`src/rtl/ad7383_pkg.sv`:
```
// ad7383_pkg: shared widths, the A/B sample pair type and helpers that
// convert between the pair and the 32-bit AXI4-Stream word.
`default_nettype none

package ad7383_pkg;

   localparam int ADC_SAMPLE_W = 16;
   localparam int AXIS_DATA_W  = 32;

   // Channel A occupies the upper half of the stream word.
   typedef struct packed {
      logic [ADC_SAMPLE_W-1:0] a;
      logic [ADC_SAMPLE_W-1:0] b;
   } adc_pair_t;

   typedef struct packed {
      adc_pair_t pair;
      logic      last;
   } fifo_entry_t;

   localparam int ENTRY_W = $bits(fifo_entry_t);

   function automatic logic [AXIS_DATA_W-1:0] pack_pair(input adc_pair_t p);
      return {p.a, p.b};
   endfunction

   function automatic adc_pair_t unpack_pair(input logic [AXIS_DATA_W-1:0] w);
      adc_pair_t p;
      p.a = w[AXIS_DATA_W-1 -: ADC_SAMPLE_W];
      p.b = w[ADC_SAMPLE_W-1:0];
      return p;
   endfunction

endpackage

`default_nettype wire

```
`src/rtl/ad7383_sync_fifo.sv`:
```
// ad7383_sync_fifo: single-clock FIFO with unregistered head output and an
// explicit occupancy counter (0..DEPTH) kept apart from the wrapping pointers.
`default_nettype none

module ad7383_sync_fifo #(
   parameter int WIDTH = 33,
   parameter int DEPTH = 8
) (
   input  logic                           clk,
   input  logic                           rst_n,
   input  logic                           push,
   input  logic                           pop,
   input  logic [WIDTH-1:0]               wdata,
   output logic [WIDTH-1:0]               rdata,
   output logic                           full,
   output logic                           empty,
   output logic [$clog2(DEPTH+1)-1:0]     level,
   output logic [$clog2(DEPTH+1)-1:0]     level_next
);

   localparam int PTR_W = $clog2(DEPTH);
   localparam int LVL_W = $clog2(DEPTH+1);

   logic [WIDTH-1:0] mem [DEPTH];
   logic [PTR_W-1:0] wr_ptr;
   logic [PTR_W-1:0] rd_ptr;
   logic             do_push;
   logic             do_pop;

   assign full    = (level == LVL_W'(DEPTH));
   assign empty   = (level == '0);
   // A push into a full FIFO is dropped even when a pop frees a slot the same cycle.
   assign do_push = push && !full;
   assign do_pop  = pop && !empty;
   assign rdata   = mem[rd_ptr];

   always_comb begin
      level_next = level;
      case ({do_push, do_pop})
         2'b10:   level_next = level + LVL_W'(1);
         2'b01:   level_next = level - LVL_W'(1);
         default: level_next = level;
      endcase
   end

   always_ff @(posedge clk or negedge rst_n) begin
      if (!rst_n) begin
         wr_ptr <= '0;
         rd_ptr <= '0;
         level  <= '0;
      end else begin
         if (do_push) wr_ptr <= wr_ptr + PTR_W'(1);
         if (do_pop)  rd_ptr <= rd_ptr + PTR_W'(1);
         level <= level_next;
      end
   end

   always_ff @(posedge clk) begin
      if (do_push) mem[wr_ptr] <= wdata;
   end

endmodule

`default_nettype wire

```
`src/rtl/ad7383_axis_sample_sink.sv`:
```
// ad7383_axis_sample_sink: AXI4-Stream sink for AD7383 A/B pairs with FIFO
// buffering, unpacked sample output and TLAST framing check / packet counter.
`default_nettype none

module ad7383_axis_sample_sink
   import ad7383_pkg::*;
#(
   parameter int FIFO_DEPTH = 8,
   parameter int PKT_LEN    = 1
) (
   input  logic                              ACLK,
   input  logic                              ARESETN,
   input  logic [AXIS_DATA_W-1:0]            S_AXIS_TDATA,
   input  logic                              S_AXIS_TVALID,
   input  logic                              S_AXIS_TLAST,
   output logic                              S_AXIS_TREADY,
   output logic [ADC_SAMPLE_W-1:0]           sample_a_o,
   output logic [ADC_SAMPLE_W-1:0]           sample_b_o,
   output logic                              sample_last_o,
   output logic                              sample_valid_o,
   input  logic                              sample_ready_i,
   output logic [$clog2(FIFO_DEPTH+1)-1:0]   fifo_level_o,
   output logic [31:0]                       pkt_count_o,
   output logic                              len_err_o,
   input  logic                              len_err_clr_i
);

   localparam int                LVL_W    = $clog2(FIFO_DEPTH+1);
   localparam int                BIDX_W   = (PKT_LEN > 1) ? $clog2(PKT_LEN) : 1;
   localparam logic [BIDX_W-1:0] LAST_IDX = BIDX_W'(PKT_LEN-1);

   fifo_entry_t       wr_entry;
   fifo_entry_t       rd_entry;
   logic              fifo_full;
   logic              fifo_empty;
   logic [LVL_W-1:0]  level_next;
   logic              tready;
   logic              accept;
   logic              pop;

   logic [BIDX_W-1:0] bidx;
   logic [BIDX_W-1:0] bidx_next;
   logic [31:0]       pkt_count_next;
   logic              err_set;
   logic              len_err_next;

   assign S_AXIS_TREADY  = tready;
   assign accept         = S_AXIS_TVALID && tready && !fifo_full;
   assign pop            = !fifo_empty && sample_ready_i;

   assign wr_entry.pair  = unpack_pair(S_AXIS_TDATA);
   assign wr_entry.last  = S_AXIS_TLAST;

   assign sample_a_o     = rd_entry.pair.a;
   assign sample_b_o     = rd_entry.pair.b;
   assign sample_last_o  = rd_entry.last;
   assign sample_valid_o = !fifo_empty;

   ad7383_sync_fifo #(
      .WIDTH (ENTRY_W),
      .DEPTH (FIFO_DEPTH)
   ) u_fifo (
      .clk        (ACLK),
      .rst_n      (ARESETN),
      .push       (accept),
      .pop        (pop),
      .wdata      (wr_entry),
      .rdata      (rd_entry),
      .full       (fifo_full),
      .empty      (fifo_empty),
      .level      (fifo_level_o),
      .level_next (level_next)
   );

   // Ready looks one cycle ahead so it is already low on the edge that fills the FIFO.
   always_ff @(posedge ACLK or negedge ARESETN) begin
      if (!ARESETN) tready <= 1'b0;
      else          tready <= (level_next < LVL_W'(FIFO_DEPTH));
   end

   // An over-long packet parks bidx at the last index until TLAST arrives,
   // so that closing beat lands on the "ok" branch and raises no second error.
   always_comb begin
      bidx_next      = bidx;
      pkt_count_next = pkt_count_o;
      err_set        = 1'b0;
      if (accept) begin
         if (S_AXIS_TLAST) begin
            pkt_count_next = pkt_count_o + 32'd1;
            bidx_next      = '0;
            err_set        = (bidx != LAST_IDX);
         end else if (bidx == LAST_IDX) begin
            err_set        = 1'b1;
         end else begin
            bidx_next      = bidx + BIDX_W'(1);
         end
      end
      len_err_next = err_set || (len_err_o && !len_err_clr_i);
   end

   always_ff @(posedge ACLK or negedge ARESETN) begin
      if (!ARESETN) begin
         bidx        <= '0;
         pkt_count_o <= '0;
         len_err_o   <= 1'b0;
      end else begin
         bidx        <= bidx_next;
         pkt_count_o <= pkt_count_next;
         len_err_o   <= len_err_next;
      end
   end

endmodule

`default_nettype wire
```
`config.mk`:
```
export PLATFORM = sky130hd
export DESIGN_NAME = ad7383_axis_sample_sink
export DESIGN_NICKNAME = d
export VERILOG_FILES = /design/src/rtl/ad7383_pkg.sv /design/src/rtl/ad7383_sync_fifo.sv /design/src/rtl/ad7383_axis_sample_sink.sv
export SDC_FILE = /design/constraint.sdc
export NUM_CORES = 1
export LEC_CHECK = 0
export ABC_AREA = 1
export CAP_MARGIN = 10
export CORE_UTILIZATION = 45
export CTS_CLUSTER_DIAMETER = 120
export CTS_CLUSTER_SIZE = 20
export DETAILED_ROUTE_END_ITERATION = 8
export SLEW_MARGIN = 20
export SYNTH_ARGS = -nofsm -noshare
export SYNTH_HDL_FRONTEND = slang
export SYNTH_HIERARCHICAL = 1
export SYNTH_SLANG_ARGS = --single-unit
```
`constraint.sdc`:
```
create_clock -name ACLK -period 5.5 [get_ports ACLK]
set_clock_uncertainty 0.15 [all_clocks]
set_input_delay 0.55 -clock ACLK [delete_from_list [all_inputs] [get_ports ACLK]]
set_output_delay 0.55 -clock ACLK [all_outputs]
set_load 0.1 [all_outputs]
```
After elaboration in Yosys (flattened, before gate mapping)
Memory sizes are Yosys's and may differ from the RTL's.
Cells that the tools add are included.
Widths: inputs -> output; s select.
{ "totals": {"inputBits": 38, "memories": 1, "mem_bits_rw": 264, "out_inout_bits": 72, "elab_cells": 38, "reg_bits": 45} }
{ "memory_table": {"columns": ["name", "words", "word_bits", "read_ports", "rd_ports_with_merged_regs", "wr", "line", "source"], "rows": [
  ["u_fifo.mem", 8, 33, 1, 0, 1, "ad7383_sync_fifo.sv:24", "logic [WIDTH-1:0] mem [DEPTH];"]
]} }
{ "op_classes": {"magnitude_cmp": 1, "eq_ne": 3, "n_reduce_logical": 12, "n_addsub": 6, "muxes": 8} }
{ "ops": {"columns": ["cell", "count"], "rows": [
  ["$add 32x1->32 const B", 1],
  ["$pmux 4 s2", 1],
  ["$mux 1", 7],
  ["$add 3x1->3 const B", 2],
  ["$logic_and 1x1->1", 6],
  ["$add 4x1->4 const B", 1],
  ["$eq 4x4->1 const B", 1],
  ["$logic_not 4->1", 1],
  ["$lt 4x4->1 const B", 1],
  ["$sub 4x1->4 const B", 1],
  ["$logic_not 1->1", 3],
  ["$eq 2x1->1 const B", 1],
  ["$eq 2x2->1 const B", 1],
  ["$reduce_and 2->1", 1],
  ["$add 1x1->1 const B", 1],
  ["$logic_or 1x1->1", 1]
]} }

Depth between registers and ports, before layout
{ "depth": {"depth_word": 7, "ltp_mapped": 17, "mapped_depth_nobuf": 16} }

Modules after synthesis
The synthesis kept the hierarchy.
{ "by_module_without_submodules": {"columns": ["mod", "instances", "cells_each", "area_per_inst_um2", "seq_area_each_um2"], "rows": [
  ["ad7383_sync_fifo", 1, 1222, 11912.7, 8177.8],
  ["ad7383_axis_sample_sink", 1, 254, 1943.1, 850.8]
]} }

Worst setup path after synthesis
OpenSTA, ideal clock, no wires.
{ "synth_path": {"path_type": "reg-to-reg", "from": "register u_fifo.level[1]", "to": "memory u_fifo.mem[4][0], enable pin", "arrival_time_ns": 4.132, "setup_slack_ns": 0.754, "period_less_slack_ns": 4.746, "stages_incl_launch_ff": 10, "setup_time_ns": 0.465, "required_ns": 4.885, "n_path_buf": 1, "cell_sequence": "dfrtp_1 -> nor2_1 -> nand3_1 -> inv_1 -> inv_1 -> nand3_1 -> inv_1 -> nand2_1 -> buf_2 -> nor3_1"} }
{ "synth_via": {"elab_chain_cells": 6} }
{ "synth_rtl": {"columns": ["element", "line", "source"], "rows": [
  ["from (decl)", "ad7383_sync_fifo.sv:17", "output logic [$clog2(DEPTH+1)-1:0] level,"],
  ["from (signal assigned)", "ad7383_sync_fifo.sv:54", "level <= level_next;"],
  ["$eq 4x4->1", "ad7383_sync_fifo.sv:30", "assign full = (level == LVL_W'(DEPTH));"],
  ["net fifo_full", "ad7383_axis_sample_sink.sv:34", "logic fifo_full;"],
  ["$logic_not 1->1", "ad7383_axis_sample_sink.sv:48", "assign accept = S_AXIS_TVALID && tready && !fifo_full;"],
  ["$logic_and 1x1->1", "ad7383_axis_sample_sink.sv:48", null],
  ["net accept", "ad7383_axis_sample_sink.sv:38", "logic accept;"],
  ["$logic_and 1x1->1", "ad7383_sync_fifo.sv:33", "assign do_push = push && !full;"],
  ["$mux 1", "ad7383_sync_fifo.sv:59", "if (do_push) mem[wr_ptr] <= wdata;"],
  ["$mux 1 (implied by the code)", "ad7383_sync_fifo.sv:59", null],
  ["to (decl)", "ad7383_sync_fifo.sv:24", null]
]} }
The timed path passes the listed nets, and every way through them passes these cells.

Final worst setup path
{ "layout_path": {"from": "register u_fifo.rd_ptr[0]", "to": "output sample_last_o"} }
{ "layout_via": {"elab_chain_cells": 1} }
{ "layout_rtl": {"columns": ["element", "line", "source"], "rows": [
  ["from (decl)", "ad7383_sync_fifo.sv:26", "logic [PTR_W-1:0] rd_ptr;"],
  ["from (signal assigned)", "ad7383_sync_fifo.sv:53", "if (do_pop) rd_ptr <= rd_ptr + PTR_W'(1);"],
  ["$mem_v2 8x33", null, null],
  ["to (decl)", "ad7383_axis_sample_sink.sv:19", "output logic sample_last_o,"]
]} }
No other way between the ends.

==> impl_metrics.prom <==
# TYPE chip_impl_metric gauge
chip_impl_info{name="outcome",value="complete, no violations"} 1
chip_impl_metric{name="die_area",unit="mm^2"} 0.0315
chip_impl_info{name="rsz_0062_raised_after_global_routing",value="no"} 1
chip_impl_metric{name="start_util",unit="%"} 46.3
chip_impl_metric{name="crit_path_max_fanout",unit=""} 91
chip_impl_metric{name="dr_total_vias",unit=""} 9264
chip_impl_metric{name="max-slew-margin-rel",unit="%"} 25.6
chip_impl_metric{name="antenna_violating_nets_post_route",unit=""} 0
chip_impl_metric{name="power.static_leakage",unit="nW"} 6.92
chip_impl_metric{name="synthesis.instances",unit=""} 1476
chip_impl_metric{name="grt_start_max_net_pins",unit=""} 92
chip_impl_info{name="setup.worst_path.start_class",value="flop"} 1
chip_impl_info{name="hp-class",value="flop to flop"} 1
chip_impl_metric{name="synth_xor_area_share",unit="%"} 1.58
chip_impl_metric{name="synth_seq_cells",unit=""} 308
chip_impl_metric{name="globalRoute.totalOverflow",unit=""} 0
chip_impl_metric{name="syn_area",unit="mm^2"} 0.0139
chip_impl_metric{name="drcViolationCount",unit=""} 0
chip_impl_metric{name="use_met1",unit="%"} 26.2
chip_impl_metric{name="rows",unit=""} 63
chip_impl_metric{name="synth_warn",unit=""} 6
chip_impl_metric{name="die_x",unit="um"} 177
chip_impl_info{name="clock_tree_from_tritoncts",value="yes"} 1
chip_impl_metric{name="wirelength",unit="um"} 28700
chip_impl_metric{name="yosysSeqAreaShare",unit="%"} 65.2
chip_impl_metric{name="synth_fp_nets",unit=""} 1521
chip_impl_metric{name="setup_viol",unit=""} 0
chip_impl_metric{name="post_dp_hpwl",unit="um"} 17100
chip_impl_metric{name="placedCellCount",unit=""} 1945
chip_impl_metric{name="pin_count",unit=""} 110
chip_impl_info{name="clockRootBuffer",value="sky130_fd_sc_hd__clkbuf_16"} 1
chip_impl_metric{name="drive_gt1_share",unit="%"} 4.78
chip_impl_metric{name="synth_compound_gate_area_share",unit="%"} 0.226
chip_impl_metric{name="route.detailed.wl_per_inst",unit="um"} 14.5
chip_impl_metric{name="grt.met2_usage",unit="%"} 31.7
chip_impl_metric{name="nets",unit=""} 1622
chip_impl_metric{name="synthAdderAreaFrac",unit="%"} 0.686
chip_impl_metric{name="timing.reg2reg.setup_slack",unit="ns"} 2.37
chip_impl_info{name="setup.worst_path.class",value="flop to output pin"} 1
chip_impl_metric{name="globalRouteMet3Util",unit="%"} 2.01
chip_impl_metric{name="numCtsBuffers",unit=""} 19
chip_impl_metric{name="final_worst_path_cycle_share",unit="%"} 77.5
chip_impl_metric{name="antenna_found_initial",unit=""} 0
chip_impl_metric{name="cts_max_level",unit=""} 1
chip_impl_metric{name="fin_worst_hold_slack",unit="ns"} 0.368
chip_impl_metric{name="synthSimpleGateAreaFrac",unit="%"} 25.3
chip_impl_metric{name="cp_data_arrival_time",unit="ns"} 3.56
chip_impl_metric{name="clkSlewWorstSetupHoldPaths",unit="ns"} 0.08
chip_impl_metric{name="timing_worst_slew_pin_value",unit="ns"} 1.11
chip_impl_metric{name="io_buffer_count",unit=""} 109
chip_impl_info{name="grt_busiest_layer",value="met2"} 1
chip_impl_metric{name="yosys-mux-area-fraction",unit="%"} 0
chip_impl_metric{name="clock_insertion_delay_worst_skew",unit="ns"} 0.52
chip_impl_metric{name="cts-root-to-sink-buffers",unit=""} 3
chip_impl_metric{name="synth.distinct_cells",unit=""} 28
chip_impl_metric{name="via_count_of_the_first_global_routing_pass",unit=""} 8867
chip_impl_metric{name="setup_tns_after_final_layout",unit="ns"} 0
chip_impl_metric{name="synth.avg_cell_area",unit="um^2"} 9.39
chip_impl_metric{name="drt_iter0_drc",unit=""} 581
chip_impl_metric{name="grt_first_pass_wirelength",unit="um"} 46200
chip_impl_metric{name="design.core.area",unit="mm^2"} 0.0300
chip_impl_metric{name="maxClockFrequency",unit="GHz"} 0.235
chip_impl_metric{name="post-route-min-period",unit="ns"} 4.26
chip_impl_metric{name="cts_num_sinks",unit=""} 308
chip_impl_metric{name="area.growth.synth_to_final",unit="%"} 15.4
chip_impl_metric{name="die_height",unit="um"} 177
chip_impl_metric{name="cap_viol_max_count",unit=""} 0
chip_impl_metric{name="instances_no_fill",unit=""} 1980
chip_impl_metric{name="dr.pass1.iters",unit=""} 5
chip_impl_metric{name="final-max-slew-violation-count",unit=""} 0
chip_impl_info{name="setup_crit_end_kind",value="output pin"} 1
chip_impl_metric{name="critPathRequiredTime",unit="ns"} 4.80
chip_impl_metric{name="replace_congestion",unit=""} 0.814
chip_impl_metric{name="grt_util_all_layers",unit="%"} 18.8
chip_impl_metric{name="hold_viol",unit=""} 0
chip_impl_metric{name="post_drt_via_cell_ratio",unit=""} 4.68
chip_impl_metric{name="antennaDiodeCount",unit=""} 0
chip_impl_metric{name="power_per_cell_area",unit="mW/mm^2"} 564
chip_impl_metric{name="worst_ir_drop_vdd",unit="mV"} 0.376
chip_impl_info{name="combinational_family_with_the_most_area_after_synthesis",value="simple AND/OR/NAND/NOR gates"} 1
==> cell families after synthesis <==
group | count (synthesis)
xor+xnor | 25
flops | 308
compound gates | 6
buf+inv | 243
simple gates | 887
fa+ha+maj | 7
==> layout make-up <==
cell class | instances | area [um^2]
Clock buffer | 32 | 524
Sequential cell | 308 | 9030
Tap cell | 390 | 488
Multi-Input combinational cell | 925 | 3890
Fill cell | 2659 | 14000
Inverter | 190 | 713
Clock inverter | 2 | 25.0
Timing Repair Buffer | 133 | 1310
==> sequential cells by signal (all words and copies together) (netlist names) <==
name and count:
u_fifo/level 4, S_AXIS_TREADY 1, u_fifo/wr_ptr 3, len_err_o 1, u_fifo/rd_ptr 3, u_fifo/mem 264, pkt_count_o 32
==> power breakdown <==
group	switching, mW	internal (mW)	leakage, nW	total [mW]
sequential	0.201	2.82	2.95	3.02
clock	0.746	0.663	0.261	1.41
combinational	3.46	1.13	3.71	4.58
total	4.40	4.61	6.92	9.01
==> timing repair <==
action,CTS,global route
hold endpoints to repair,0,44
gates resized for setup,0,0
buffers inserted,0,0
hold buffers,0,1
==> routing by layer <==
metal	routed length (um)	part of all wire (%)	up-vias
li1	-	-	4752
met1	13600	47	4318
met2	13600	47	162
met3	980	3.4	32
met4	566	2.0	0
met5	0	0	-
==> Yosys cell counts <==
library cell | count | area share [%]
sky130_fd_sc_hd__nor3_1 | 12 | 0.43
sky130_fd_sc_hd__nand4_1 | 9 | 0.41
sky130_fd_sc_hd__inv_1 | 187 | 5.1
sky130_fd_sc_hd__edfxtp_1 | 264 | 57
sky130_fd_sc_hd__inv_2 | 3 | 0.081
sky130_fd_sc_hd__nand2_2 | 4 | 0.18
sky130_fd_sc_hd__nor2_2 | 3 | 0.14
sky130_fd_sc_hd__clkbuf_1 | 6 | 0.16
sky130_fd_sc_hd__nand3_1 | 22 | 0.79
sky130_fd_sc_hd__nand2_1 | 530 | 14
sky130_fd_sc_hd__nor2_1 | 296 | 8.0
sky130_fd_sc_hd__nor3_4 | 1 | 0.12
sky130_fd_sc_hd__xnor2_1 | 11 | 0.70
sky130_fd_sc_hd__nor2_4 | 5 | 0.41
sky130_fd_sc_hd__or2_2 | 1 | 0.045
sky130_fd_sc_hd__nand2_4 | 2 | 0.16
sky130_fd_sc_hd__nand4_4 | 1 | 0.15
sky130_fd_sc_hd__o22ai_1 | 1 | 0.045
sky130_fd_sc_hd__buf_1 | 3 | 0.081
sky130_fd_sc_hd__o21ai_0 | 5 | 0.18
sky130_fd_sc_hd__buf_6 | 2 | 0.16
sky130_fd_sc_hd__fa_1 | 1 | 0.14
sky130_fd_sc_hd__buf_2 | 41 | 1.5
sky130_fd_sc_hd__xor2_1 | 14 | 0.88
sky130_fd_sc_hd__buf_4 | 1 | 0.054
sky130_fd_sc_hd__nor4_1 | 1 | 0.045
sky130_fd_sc_hd__ha_1 | 6 | 0.54
sky130_fd_sc_hd__dfrtp_1 | 44 | 7.9
==> path summary, 6_finish.rpt <==
| check | startpoint | endpoint | depth (start not counted) |
|---|---|---|---|
| setup / recovery | u_fifo/rd_ptr[0] | sample_last_o | 8 |
| setup reg to reg | u_fifo/level[0] | u_fifo/mem[7][0] | 9 |
| min in group asynchronous | ARESETN | pkt_count_o[5] | 2 |
| hold / removal | pkt_count_o[3] | pkt_count_o[3] | 1 |
| max in group asynchronous | ARESETN | u_fifo/rd_ptr[0] | 2 |
| hold reg to reg | pkt_count_o[3] | pkt_count_o[3] | 1 |
==> stage by stage <==
stage          cell area [um^2]  utilization, %  worst slack (ns)  total power, mW
4_1_cts                   16000            53.3              1.20             9.10
3_5_place_dp              15400            51.5              1.76             7.69
2_1_floorplan             13900               -             0.754             6.64
5_1_grt                   16000            53.4             0.942             9.55
6_report                  16000            53.4              1.24             9.01
3_3_place_gp              15400            51.5              1.81             7.64
==> critical path, stage by stage (launching register included) <==
cell and delay (ns):
sky130_fd_sc_hd__dfrtp_4 1.03, sky130_fd_sc_hd__buf_4 0.36, sky130_fd_sc_hd__nor2_1 0.07, sky130_fd_sc_hd__nor2_1 0.09, sky130_fd_sc_hd__nand2_1 0.08, sky130_fd_sc_hd__nand2_1 0.06, sky130_fd_sc_hd__nand2_1 0.04, sky130_fd_sc_hd__nand2_1 0.12
sky130_fd_sc_hd__clkdlybuf4s50_1 1.14
==> placed cells by master (no fill, tap or decap), drive strengths merged <==
| master | Yosys | routed |
|---|---|---|
| buf | 47 | 24 |
| clkbuf | 6 | 32 |
| clkdlybuf4s50 | 0 | 108 |
| clkinv | 0 | 1 |
| dfrtp | 44 | 44 |
| dlygate4sd3 | 0 | 1 |
| edfxtp | 264 | 264 |
| fa | 1 | 1 |
| ha | 6 | 6 |
| inv | 190 | 191 |
| nand2 | 536 | 536 |
| nand3 | 22 | 22 |
| nand4 | 10 | 10 |
| nor2 | 304 | 304 |
| nor3 | 13 | 13 |
| nor4 | 1 | 1 |
| o21ai | 5 | 5 |
| o22ai | 1 | 1 |
| or2 | 1 | 1 |
| xnor2 | 11 | 11 |
| xor2 | 14 | 14 |
(Power assumes the default switching activity.)
